`src/rtl/clint_pkg.sv`:
```
// clint_pkg: constants shared by the CLINT register core and its AXI front end.
//   - Register offsets decoded by clint_axi2reg.
//   - Reset value of mtimecmp (all ones, so no timer interrupt after reset).
//   - presc_width(): prescaler counter width for a given tick divider.
package clint_pkg;

  localparam logic [15:0] MSIP_BASE     = 16'h0000;
  localparam logic [15:0] MTIMECMP_BASE = 16'h4000;
  localparam logic [15:0] MTIME_L       = 16'hBFF8;
  localparam logic [15:0] MTIME_H       = 16'hBFFC;

  localparam logic [63:0] MTIMECMP_RST  = '1;

  // max(1, clog2(div)); a divider of 1 or 2 still needs a 1-bit counter.
  function automatic int unsigned presc_width(input int unsigned div);
    return (div <= 2) ? 1 : $clog2(div);
  endfunction

endpackage

```
`src/rtl/clint_hart_regs.sv`:
```
// clint_hart_regs: per-hart CLINT state.
//   clk, rst          : clock, synchronous active-high reset
//   mtimecmp_l_wen/h  : write reg_wdata into the low/high half of mtimecmp
//   msip_wen          : write reg_wdata[0] into msip
//   reg_wdata         : pre-merged 32-bit write word
//   mtime             : current global timer value
//   mtimecmp, msip    : register values for read-back
//   mtip              : registered timer interrupt (mtime >= mtimecmp)
module clint_hart_regs
  import clint_pkg::*;
(
  input  logic        clk,
  input  logic        rst,
  input  logic        mtimecmp_l_wen,
  input  logic        mtimecmp_h_wen,
  input  logic        msip_wen,
  input  logic [31:0] reg_wdata,
  input  logic [63:0] mtime,
  output logic [63:0] mtimecmp,
  output logic        msip,
  output logic        mtip
);

  always_ff @(posedge clk) begin
    if (rst) begin
      mtimecmp <= MTIMECMP_RST;
      msip     <= 1'b0;
      mtip     <= 1'b0;
    end else begin
      if (mtimecmp_l_wen) mtimecmp[31:0]  <= reg_wdata;
      if (mtimecmp_h_wen) mtimecmp[63:32] <= reg_wdata;
      if (msip_wen)       msip            <= reg_wdata[0];
      // Compares the current register values, so mtip trails any change
      // to mtime or mtimecmp by one cycle and is purely level-sensitive.
      mtip <= (mtime >= mtimecmp);
    end
  end

endmodule

```
`src/rtl/clint_regs.sv`:
```
// clint_regs: CLINT register core.
//   clk, rst        : clock, synchronous active-high reset
//   mtime_l_wen/h   : write reg_wdata into mtime[31:0] / mtime[63:32]
//   mtimecmp_l_wen/h: per-hart write strobes for mtimecmp halves
//   msip_wen        : per-hart write strobe for msip (data bit 0)
//   reg_wdata       : pre-merged 32-bit write word
//   mtime           : 64-bit timer, increments once every TICK_DIV clocks
//   mtimecmp        : hart i at bits [64i+63:64i]
//   msip, mtip      : per-hart software / timer interrupt pending
module clint_regs
  import clint_pkg::*;
#(
  parameter int unsigned HART_NUM = 1,
  parameter int unsigned TICK_DIV = 1
) (
  input  logic                     clk,
  input  logic                     rst,
  input  logic                     mtime_l_wen,
  input  logic                     mtime_h_wen,
  input  logic [HART_NUM-1:0]      mtimecmp_l_wen,
  input  logic [HART_NUM-1:0]      mtimecmp_h_wen,
  input  logic [HART_NUM-1:0]      msip_wen,
  input  logic [31:0]              reg_wdata,
  output logic [63:0]              mtime,
  output logic [64*HART_NUM-1:0]   mtimecmp,
  output logic [HART_NUM-1:0]      msip,
  output logic [HART_NUM-1:0]      mtip
);

  localparam int unsigned     PW         = presc_width(TICK_DIV);
  localparam logic [PW-1:0]   PRESC_LAST = PW'(TICK_DIV - 1);

  logic [PW-1:0] presc;
  logic          tick;

  // With TICK_DIV=1 the counter is pinned at 0 == PRESC_LAST, so tick is constant 1.
  assign tick = (presc == PRESC_LAST);

  // Free-running; mtime writes never disturb the tick phase.
  always_ff @(posedge clk) begin
    if (rst)       presc <= '0;
    else if (tick) presc <= '0;
    else           presc <= presc + PW'(1);
  end

  always_ff @(posedge clk) begin
    if (rst) begin
      mtime <= '0;
    end else if (mtime_l_wen && mtime_h_wen) begin
      mtime <= {reg_wdata, reg_wdata};
    end else if (mtime_l_wen) begin
      // Low write wins over the tick; high half holds.
      mtime[31:0] <= reg_wdata;
    end else if (mtime_h_wen) begin
      // High write wins; carry out of the low half is dropped.
      mtime[63:32] <= reg_wdata;
      mtime[31:0]  <= mtime[31:0] + {31'd0, tick};
    end else begin
      mtime <= mtime + {63'd0, tick};
    end
  end

  for (genvar h = 0; h < HART_NUM; h++) begin : g_hart
    clint_hart_regs u_hart (
      .clk            (clk),
      .rst            (rst),
      .mtimecmp_l_wen (mtimecmp_l_wen[h]),
      .mtimecmp_h_wen (mtimecmp_h_wen[h]),
      .msip_wen       (msip_wen[h]),
      .reg_wdata      (reg_wdata),
      .mtime          (mtime),
      .mtimecmp       (mtimecmp[64*h +: 64]),
      .msip           (msip[h]),
      .mtip           (mtip[h])
    );
  end

endmodule

```
`config.mk`:
```
export PLATFORM = sky130hd
export DESIGN_NAME = clint_regs
export DESIGN_NICKNAME = d
export VERILOG_FILES = /design/src/rtl/clint_pkg.sv /design/src/rtl/clint_hart_regs.sv /design/src/rtl/clint_regs.sv
export SDC_FILE = /design/constraint.sdc
export NUM_CORES = 1
export LEC_CHECK = 0
export CAP_MARGIN = 0
export CORE_ASPECT_RATIO = 1.75
export CORE_MARGIN = 1.5
export CORE_UTILIZATION = 46
export CTS_CLUSTER_DIAMETER = 150
export DETAILED_ROUTE_END_ITERATION = 16
export MAX_ROUTING_LAYER = met4
export PLACE_DENSITY = 0.83
export SLEW_MARGIN = 10
export SYNTH_ARGS = -nofsm -noshare
export SYNTH_HDL_FRONTEND = slang
export SYNTH_SLANG_ARGS = --single-unit
```
`constraint.sdc`:
```
create_clock -name clk -period 2.1 [get_ports clk]
set_input_delay 0.42 -clock clk [delete_from_list [all_inputs] [get_ports clk]]
set_output_delay 0.42 -clock clk [all_outputs]
set_load 0.02 [all_outputs]
```
==> results.md <==
* Synth Warn # at 0
* Final RePlAce weighted congestion at 0.935
* TritonCTS clock tree: done
* GRT Total Usage at 32.3%
* Hold/Removal Path Class: input pin to flop
* Setup WS post-layout at -0.0650 ns
* WL per Instance at around 20 um
* Total gr overflow at 0
* Share of layout cells above drive strength 1 at 18.3%
* VDD IR max at about 0.0006 V
* Largest family of logic cells by synthesized area: simple AND/OR/NAND/NOR gates
* Pwr per Cell Area at 693 nW/um^2
* Clk_skew at between 0.008 and 0.009 ns
* Design Area, Final at ~11000 um^2
* CP endpoint kind: flop
* RSZ-0062 raised after global routing: yes
* Status: finished, violations left
* Die Y at approximately 170 um
* H-tree depth at 4
* Synth Register Bits at approximately 130
* Initial Utilization at between 40% and 50%
* Wire length on met2 at 13.5 mm
* Post-synth ARST share at 0%
* Critical Path AT at ~2.5 ns
* CP max FO at 5
* Die W at around 100 um
* DR vias at between 8000 and 9000
* Row count at 60
* Fin cells at between 1000 and 1500
* CP startpoint kind: flop
* Fin Setup TNS at -0.134 ns
* Setup slack after placement at -0.227 ns
* Final worst path period need at around 2.2 ns
* Hold-fix buffers, CTS at 0
* Buffers added on ports at around 170
* Area Growth Syn to Fin at 49.2%
* Fin crit share at 103%
* Area contributors post-synth: dfxtp_1 (36%), ha_1 (11%), o211ai_1 (6.6%)
* Final Power at ~7.6 mW
* CTS max path bufs at 2
* Crit Path Category: flop to flop
* Post-DP HPWL at between 15 and 20 mm
* Final setup viols at 4
* Seq/Total Area, Yosys at between 30 and 40%
* Syn Nets at 994
* WP data required at between 2 and 2.5 ns
* Vias in the first global route at about 8000
* Share of the synthesized area in the top cell type at a little over a third
* Max Freq at around 460 MHz
* Core area at roughly 15000 um^2
* Post-synthesis adder-cell area fraction at around 11%
* Slew Viols, Final at 0
* Clk Latency, worst-skew pair at 0.42 ns
* CTS root buf: clkbuf_16
* Ports at between 150 and 200
* Post-synth top cells: dfxtp_1 (131), nand2_1 (117), inv_1 (83)
* Top layer in use: met4
* Number of DRC markers in iteration 0 at a little under 700
* Relative slew margins at 52.2%
* Worst Tran Pin Value at about 0.7 ns
* Failing checks: negative setup slack
* Final Core Density at a little over two thirds
* Met3 WL post-DR at a little over 2 mm
* Simple logic cell fraction of the synthesized area at 21.5%
* Initial antenna violation count at 1
* 1st-pass router iterations at 5
* Die footprint at 16700 um^2
* Cell Area, Synth at around 7300 um^2
* Vias per cell at 6.07
* Largest net degree at the start of global routing at 58
* Cells after Synth at 889
* Placed Area at around 10000 um^2
* Nets@finish at approximately 1300
* TritonCTS Buffers at 17
* First-pass GRT wire length at around 41 mm
* DR DRC count at 0
* Post-synthesis compound-gate area fraction at approximately 17%
* Max cap viols at 0
* Synth area leader: dfxtp_1
* Clock transition at path regs at 0.06 ns
* Hold WS at between 0.4 and 0.5 ns
* Placed Cells at 1308
* Post-synth EDFFs at 0
* Final hold violations at 0
* Final Routed Wirelength at 27.3 mm
* ANT nets after route at 0
* Pleak at between 4 and 5 nW
* Synth Area in XOR/XNOR at under 10%
* Top-count cell post-synth: dfxtp_1
* Mean post-synth cell area at 8.25 um^2
* Post-synthesis mux area share at less than 1%
* Synth Flop Type: dfxtp_1
* Synth unique cells at 48
* # clock sinks at 131
* Metal-1 WL at 9.33 mm
critical path, stage by stage (launching register included):
cell	delay (ns)
dfxtp_2	0.34
ha_2	0.20
ha_4	0.15
nand4_4	0.09
buf_4	0.17
nor4_4	0.21
nand4_4	0.21
buf_4	0.19
nor3_2	0.15
xnor2_1	0.10
a211oi_1	0.25
flip-flops by register name, summed over array words and instances (netlist names):
register                count
mtime                      64
presc                       1
g_hart.u_hart.msip          1
g_hart.u_hart.mtimecmp     64
g_hart.u_hart.mtip          1
per-layer routing:
| layer | vias to the layer above | global-route usage (%) |
|---|---|---|
| met4 | 0 | 25.8 |
| met2 | 508 | 55.3 |
| met3 | 163 | 5.09 |
| met5 | - | - |
| met1 | 3841 | 32.2 |
| li1 | 3665 | - |
cells in the final DEF (no fill, tap or decap), types with 8 or more instances in the layout:
master,n
ha_1,64
a21oi_1,54
xor2_1,13
o211ai_1,64
nor4_4,8
clkbuf_16,17
dfxtp_1,123
inv_1,82
o21ai_0,17
a211oi_1,28
dfxtp_2,8
nor4_2,14
nand4_1,29
nor2_1,67
xnor2_1,46
nand2_1,116
clkdlybuf4s50_1,164
buf_4,111
nand3_1,24
timing repair:
action                     CTS  global route
pin swaps                    7            15
gates cloned                 0             1
resized for setup           21            35
setup endpoints to repair   20            35
setup buffers                1             5
power breakdown:
part,leakage [nW],switching [mW],internal [mW]
logic,3.54,0.896,0.727
clock network,0.296,1.12,2.04
registers,1.09,0.141,2.66
total,4.93,2.16,5.43
path summary, 6_finish.rpt:
path | from | end | slack, ns | depth (start not counted)
setup / recovery | mtime[0]$_SDFF_PP0_ | mtime[30]$_SDFF_PP0_ | -0.07 | 10
hold / removal | mtimecmp_l_wen | g_hart[0].u_hart.mtimecmp[1]$_SDFFE_PP1P_ | 0.49 | 3
hold reg to reg | g_hart[0].u_hart.msip$_SDFFE_PP0P_ | g_hart[0].u_hart.msip$_SDFFE_PP0P_ | 0.50 | 2
setup reg to reg | mtime[0]$_SDFF_PP0_ | mtime[30]$_SDFF_PP0_ | -0.07 | 10
kinds of logic (layout without fill, tap and decap cells):
group,Yosys count,in the layout
simple gates,309,310
compound gates,187,187
flops,131,131
buf+inv,129,399
fa+ha+maj,66,66
xor+xnor,60,60
mux,6,6
other cells,1,2
final cells by class:
cell class                      instances  area (um^2)
Antenna cell                            1         2.50
Clock buffer                           22          464
Clock inverter                          9          154
Fill cell                            1069         4530
Inverter                               83          312
Multi-Input combinational cell        630         4540
Sequential cell                       131         2630
Tap cell                              186          233
Timing Repair Buffer                  285         2610
Note: power is estimated with default switching activity, not from simulation.
